===== src/rtl/fetch_stage.sv =====
// Instruction fetch stage: owns the PC, issues in-order imem requests, buffers returned
// words with their PCs and hands {insn, pc} to decode; flushes and refetches on redirect.
module fetch_stage #(
    parameter int unsigned       ADDR_W      = 32,
    parameter int unsigned       INSN_W      = 32,
    parameter int unsigned       QUEUE_DEPTH = 2,
    parameter logic [ADDR_W-1:0] RESET_PC    = '0
) (
    input  logic              clk,
    input  logic              rst,
    output logic              imem_req_valid,
    input  logic              imem_req_ready,
    output logic [ADDR_W-1:0] imem_req_addr,
    input  logic              imem_resp_valid,
    input  logic [INSN_W-1:0] imem_resp_data,
    input  logic              redirect_valid,
    input  logic [ADDR_W-1:0] redirect_pc,
    output logic              id_valid,
    input  logic              id_ready,
    output logic [INSN_W-1:0] id_insn,
    output logic [ADDR_W-1:0] id_pc
);

    localparam int unsigned PTR_W = $clog2(QUEUE_DEPTH);
    localparam int unsigned CNT_W = PTR_W + 1;

    // Program counter
    logic [ADDR_W-1:0] pc_q, pc_d;

    // PC-tag FIFO: one entry per accepted request awaiting its response
    logic [ADDR_W-1:0] tag_mem_q [QUEUE_DEPTH];
    logic [PTR_W-1:0]  tag_wr_q, tag_wr_d;
    logic [PTR_W-1:0]  tag_rd_q, tag_rd_d;
    logic [CNT_W-1:0]  outstanding_q, outstanding_d;

    // Instruction queue presented to decode
    logic [INSN_W-1:0] iq_insn_q [QUEUE_DEPTH];
    logic [ADDR_W-1:0] iq_pc_q   [QUEUE_DEPTH];
    logic [PTR_W-1:0]  iq_wr_q, iq_wr_d;
    logic [PTR_W-1:0]  iq_rd_q, iq_rd_d;
    logic [CNT_W-1:0]  occ_q, occ_d;

    // Responses still owed to requests issued before the last redirect
    logic [CNT_W-1:0]  drop_cnt_q, drop_cnt_d;

    logic              pop;
    logic              accept;
    logic              resp;
    logic              dropping;
    logic              push;
    logic [CNT_W:0]    in_use;
    logic [ADDR_W-1:0] redirect_aligned;

    // Handshake decode and request credit
    always_comb begin
        pop      = 1'b0;
        resp     = 1'b0;
        dropping = 1'b0;
        push     = 1'b0;
        in_use   = '0;
        imem_req_valid = 1'b0;
        accept   = 1'b0;

        pop      = rst & (occ_q != '0) & id_ready;
        resp     = rst & imem_resp_valid;
        dropping = resp & (drop_cnt_q != '0);
        push     = resp & ~dropping;

        // Buffered words plus in-flight requests, less the word leaving this cycle
        in_use = (CNT_W+1)'(occ_q) + (CNT_W+1)'(outstanding_q) - (CNT_W+1)'(pop);
        imem_req_valid = rst & ~redirect_valid & (in_use < (CNT_W+1)'(QUEUE_DEPTH));
        accept         = imem_req_valid & imem_req_ready;
    end

    assign imem_req_addr    = pc_q;
    assign redirect_aligned = redirect_pc & ~ADDR_W'(3);

    // PC and tag FIFO next state
    always_comb begin
        pc_d          = pc_q;
        tag_wr_d      = tag_wr_q;
        tag_rd_d      = tag_rd_q;
        outstanding_d = outstanding_q;
        drop_cnt_d    = drop_cnt_q;

        if (redirect_valid) begin
            pc_d = redirect_aligned;
        end else if (accept) begin
            pc_d = pc_q + ADDR_W'(4);
        end

        if (accept) begin
            tag_wr_d = tag_wr_q + PTR_W'(1);
        end
        if (resp) begin
            tag_rd_d = tag_rd_q + PTR_W'(1);
        end
        outstanding_d = outstanding_q + CNT_W'(accept) - CNT_W'(resp);

        // Every request still in flight after a redirect belongs to the old path
        if (redirect_valid) begin
            drop_cnt_d = outstanding_q - CNT_W'(resp);
        end else if (dropping) begin
            drop_cnt_d = drop_cnt_q - CNT_W'(1);
        end
    end

    // Instruction queue next state
    always_comb begin
        iq_wr_d = iq_wr_q;
        iq_rd_d = iq_rd_q;
        occ_d   = occ_q;

        if (redirect_valid) begin
            iq_wr_d = '0;
            iq_rd_d = '0;
            occ_d   = '0;
        end else begin
            if (push) begin
                iq_wr_d = iq_wr_q + PTR_W'(1);
            end
            if (pop) begin
                iq_rd_d = iq_rd_q + PTR_W'(1);
            end
            occ_d = occ_q + CNT_W'(push) - CNT_W'(pop);
        end
    end

    // Control state with synchronous active-low reset
    always_ff @(posedge clk) begin
        if (!rst) begin
            pc_q          <= RESET_PC;
            tag_wr_q      <= '0;
            tag_rd_q      <= '0;
            outstanding_q <= '0;
            iq_wr_q       <= '0;
            iq_rd_q       <= '0;
            occ_q         <= '0;
            drop_cnt_q    <= '0;
        end else begin
            pc_q          <= pc_d;
            tag_wr_q      <= tag_wr_d;
            tag_rd_q      <= tag_rd_d;
            outstanding_q <= outstanding_d;
            iq_wr_q       <= iq_wr_d;
            iq_rd_q       <= iq_rd_d;
            occ_q         <= occ_d;
            drop_cnt_q    <= drop_cnt_d;
        end
    end

    // Storage arrays carry no reset; validity comes from the counters above
    always_ff @(posedge clk) begin
        if (accept) begin
            tag_mem_q[tag_wr_q] <= pc_q;
        end
        if (push) begin
            iq_insn_q[iq_wr_q] <= imem_resp_data;
            iq_pc_q[iq_wr_q]   <= tag_mem_q[tag_rd_q];
        end
    end

    // Memory contract: responses only for issued requests, never into a full queue
    always_ff @(posedge clk) begin
        if (rst && resp) begin
            assert (outstanding_q != '0);
        end
        if (rst && push) begin
            assert (occ_q != CNT_W'(QUEUE_DEPTH));
        end
    end

    assign id_valid = rst & (occ_q != '0);
    assign id_insn  = rst ? iq_insn_q[iq_rd_q] : '0;
    assign id_pc    = rst ? iq_pc_q[iq_rd_q]   : '0;

endmodule


===== config.mk =====
export PLATFORM = sky130hd
export DESIGN_NAME = fetch_stage
export DESIGN_NICKNAME = d
export VERILOG_FILES = /design/src/rtl/fetch_stage.sv
export SDC_FILE = /design/constraint.sdc
export NUM_CORES = 1
export LEC_CHECK = 0
export ABC_CLOCK_PERIOD_IN_PS = 13910
export CORE_UTILIZATION = 50
export CTS_CLUSTER_DIAMETER = 80
export DETAILED_ROUTE_END_ITERATION = 8
export PLACE_DENSITY = 0.77
export SYNTH_ARGS = -nofsm -noshare
export SYNTH_HDL_FRONTEND = slang
export SYNTH_SLANG_ARGS = --single-unit

===== constraint.sdc =====
create_clock -name clk -period 13.91 [get_ports clk]
set_input_delay 2.782 -clock clk [delete_from_list [all_inputs] [get_ports clk]]
set_output_delay 2.782 -clock clk [all_outputs]
set_load 0.1 [all_outputs]

==> run_results.csv <==
group,metric,value,unit
outcome,outcome,"finished, final reports clean",
pwr,powerDensity,135,nW/µm²
clock_network,postCtsHoldBufs,0,
setup_path,cp-start-kind,"input pin",
setup_path,path_class,"input pin to output port",
setup_path,reg2reg_depth,15,
setup_path,reg2reg_to,"outstanding_q[1]$_SDFF_PN0_",
synthesis,syn_inst,659,
sta,fin_setup_tns,0,ps
grt,grt_max_degree,93,
floorplanning,start_util,51.1,%
grt,antenna_found_initial,0,
clock_network,clk_pin_slew_worst_paths,60,ps
finish,diodes,0,
detailed_routing,wl_per_cell,18.0,µm
synthesis,yosysMostFrequentCell,"edfxtp_1",
clock_network,cts_tree,"built",
floorplanning,die_area,19000,µm²
setup_path,crit_path_end_kind,"output port",
setup_path,worstSetupEndpoint,"imem_req_valid",
pwr,power_switching,0.000437,W
placement,placedInstanceArea,11000,µm²
clock_network,insertion_delay,500,ps
worst_hold_path,hp-class,"register to register",
synthesis,synth_area_leaders,"edfxtp_1, dfxtp_1, mux2i_1, mux2_2, nor2_1",
detailed_routing,via_per_inst,5.56,
sta,fin_crit_sh,67.3,%
synthesis,synth_area,9220,µm²
pwr,power_frac_clock,34.4,%
sta,fmax,107,MHz
flow_run,drv_cap,0,
grt,grt_overflow,0,
detailed_routing,routed_wl,19000,µm
sta,hold_viol,0,
synthesis,synth-edff-count,184,
clock_network,postCtsSetupBuffers,0,
clock_network,cts.htree.levels,1,
grt,grt_pass1_wl,28700,µm
setup_path,cp.required,11130,ps
detailed_routing,drc,0,
floorplanning,io_pins,168,
detailed_routing,drt_iter0_drc,451,
setup_path,cp.arrival,6580,ps
synthesis,async_flop_share,0,%
synthesis,ys.flop_type,"edfxtp_1",
sta,rsz0062_at_grt,"false",
sta,fin_skew,18.7,ps
floorplanning,num_rows,49,
synthesis,avgSynthCellArea,14.0,µm²
pwr,combPwrFrac,16.1,%
floorplanning,die_h,138,µm
synthesis,yosysTopAreaCellShare,59.9,%
sta,finalMaxSlewViolations,0,
synthesis,synth.distinct_cells,48,
setup_path,reg2reg_setup_slack,10090,ps
sta,timing.slew.headroom,25.0,%
setup_path,crit_path_max_fanout,13,
grt,grt_pass1_vias,5750,
finish,nNetsFinal,894,
floorplanning,core_area,18000,µm²
detailed_routing,antenna_left,0,
clock_network,cts_sinks,226,
grt,grtUsageTotal,19.8,%
synthesis,ys_ff_latch,226,
detailed_routing,vias,5884,
detailed_routing,dr.pass1.iters,6,
sta,setup_viol,0,
clock_network,clockRootBuffer,"clkbuf_16",
pwr,peakVddDrop,89.6,µV
clock_network,ctsResizeCount,0,
synthesis,ys_seq_area_share,69.1,%
finish,fillers,1316,
placement,hpwl,11900,µm
clock_network,cts_buffers,22,
sta,period_needed,9360,ps
setup_path,rr_startpoint,"occ_q[1]$_SDFF_PP0_",
synthesis,ys_top_cells_by_count,"edfxtp_1, nor2_1, mux2i_1",
pwr,p_int,0.00114,W
floorplanning,die_x,138,µm
sta,tightest_slew,1120,ps
synthesis,yosys.area.top_type,"edfxtp_1",
finish,area_delta_synth_final,26.7,%
pwr,swShare,27.7,%
placement,gp_congestion,0.809,
finish,design_area,11700,µm²
setup_path,crit_start,"rst",
synthesis,synth-warning-count,0,
pwr,p_leak,3.88,nW
pwr,p_seq_share,49.5,%
finish,drive_gt1_share,9.41,%
clock_network,clock_path_buffers,3,
placement,port_buffers,161,
## critical path: stages
cell and delay (ps):
clkdlybuf4s50_1 860, inv_2 70, a21oi_1 170, and2_1 230, ha_1 260, nand2b_1 150
fa_1 390, xnor2_1 220, nor3b_1 250, clkdlybuf4s50_1 1180
## sequential cells by signal, summed over array words and instances (netlist names), named ones only
signal / count
occ_q: 2
iq_pc_q: 60
iq_rd_q: 1
iq_wr_q: 1
tag_rd_q: 1
imem_req_addr: 30
iq_insn_q: 64
tag_wr_q: 1
outstanding_q: 2
tag_mem_q: 60
drop_cnt_q: 2
## worst min-delay path by stage
stage | start | end | slack (ps) | depth (start not counted)
3_3_place_gp | tag_rd_q$_SDFFE_PN0P_ | tag_rd_q$_SDFFE_PN0P_ | 500 | 2
4_1_cts | tag_rd_q$_SDFFE_PN0P_ | tag_rd_q$_SDFFE_PN0P_ | 520 | 2
3_5_place_dp | tag_rd_q$_SDFFE_PN0P_ | tag_rd_q$_SDFFE_PN0P_ | 510 | 2
2_1_floorplan | tag_rd_q$_SDFFE_PN0P_ | register | 480 | 2
6_report | tag_rd_q$_SDFFE_PN0P_ | register | 520 | 2
5_1_grt | imem_req_addr[7]$_SDFFE_PN0P_ | tag_mem_q[1][7]$_DFFE_PP_ | 550 | 0
## kinds of logic (layout without fill, tap and decap cells)
group / count (synthesis) / count (layout) / share of synthesized area [%]
AO/OA/AOI/OAI: 75 / 75 / 4.97
multiplexers: 93 / 93 / 10.5
adder cells (fa/ha/maj): 10 / 10 / 1.44
XOR/XNOR: 25 / 25 / 2.38
buffers and inverters: 57 / 224 / 2.71
AND/OR/NAND/NOR: 172 / 172 / 8.89
other: 1 / 4 / 0.0407
flip-flops: 226 / 226 / 69.1
## cell type report
cell class,count,area (µm²),share of cell area (%)
inverters,16,60.1,0.514
multi-input cells,379,2630,22.5
well taps,229,287,2.45
clock inverters,15,105,0.900
repair buffers,169,1670,14.3
flip-flops and latches,226,6370,54.6
clock buffers,24,558,4.78
## power by group through the flow
stage	clock network (W)	logic [W]	registers, W
detailed placement	0	0.000254	0.000796
global route	0.000584	0.000267	0.000784
floorplan	0	0.000147	0.000831
global placement	0	0.000249	0.000794
CTS	0.000556	0.000255	0.000782
finish	0.000544	0.000255	0.000782
## per-layer routing
| metal | global-route usage (%) | wire length (µm) | vias to the layer above |
|---|---|---|---|
| li1 | - | - | 2741 |
| met2 | 34.6 | 9530 | 249 |
| met3 | 4.08 | 1420 | 42 |
| met1 | 23.9 | 7620 | 2852 |
| met5 | 0 | 0 | - |
| met4 | 7.61 | 443 | 0 |
## stage by stage
| stage | worst slack [ps] | hold WS [ps] | utilization [%] | instances | power (W) |
|---|---|---|---|---|---|
| after floorplan | 3270 | 480 | - | 662 | 0.000978 |
| after global placement | 4640 | 502 | 61.1 | 1019 | 0.00104 |
| after detailed placement | 4610 | 508 | 61.1 | 1019 | 0.00105 |
| after CTS | 4570 | 524 | 64.8 | 1058 | 0.00159 |
| after global routing | 4380 | 554 | 64.8 | 1058 | 0.00164 |
| final | 4550 | 521 | 64.8 | 1058 | 0.00158 |
## layout by cell type (no fill, tap or decap), types with 9 or more instances in the layout
| cell type | netlist | final |
|---|---|---|
| nand2_1 | 18 | 18 |
| mux2_2 | 31 | 31 |
| ha_1 | 9 | 9 |
| nand3_1 | 13 | 13 |
| clkbuf_16 | 0 | 22 |
| o21ai_0 | 13 | 13 |
| o22ai_1 | 10 | 10 |
| xnor2_1 | 13 | 13 |
| mux2i_1 | 62 | 62 |
| a21oi_1 | 27 | 27 |
| xor2_1 | 12 | 12 |
| nor2_1 | 91 | 89 |
| and3_1 | 17 | 16 |
| edfxtp_1 | 184 | 184 |
| dfxtp_1 | 42 | 41 |
| nand4_1 | 13 | 13 |
| clkinv_1 | 0 | 9 |
| inv_1 | 16 | 15 |
| clkdlybuf4s50_1 | 0 | 161 |
Power figures use the tool's default switching activity.
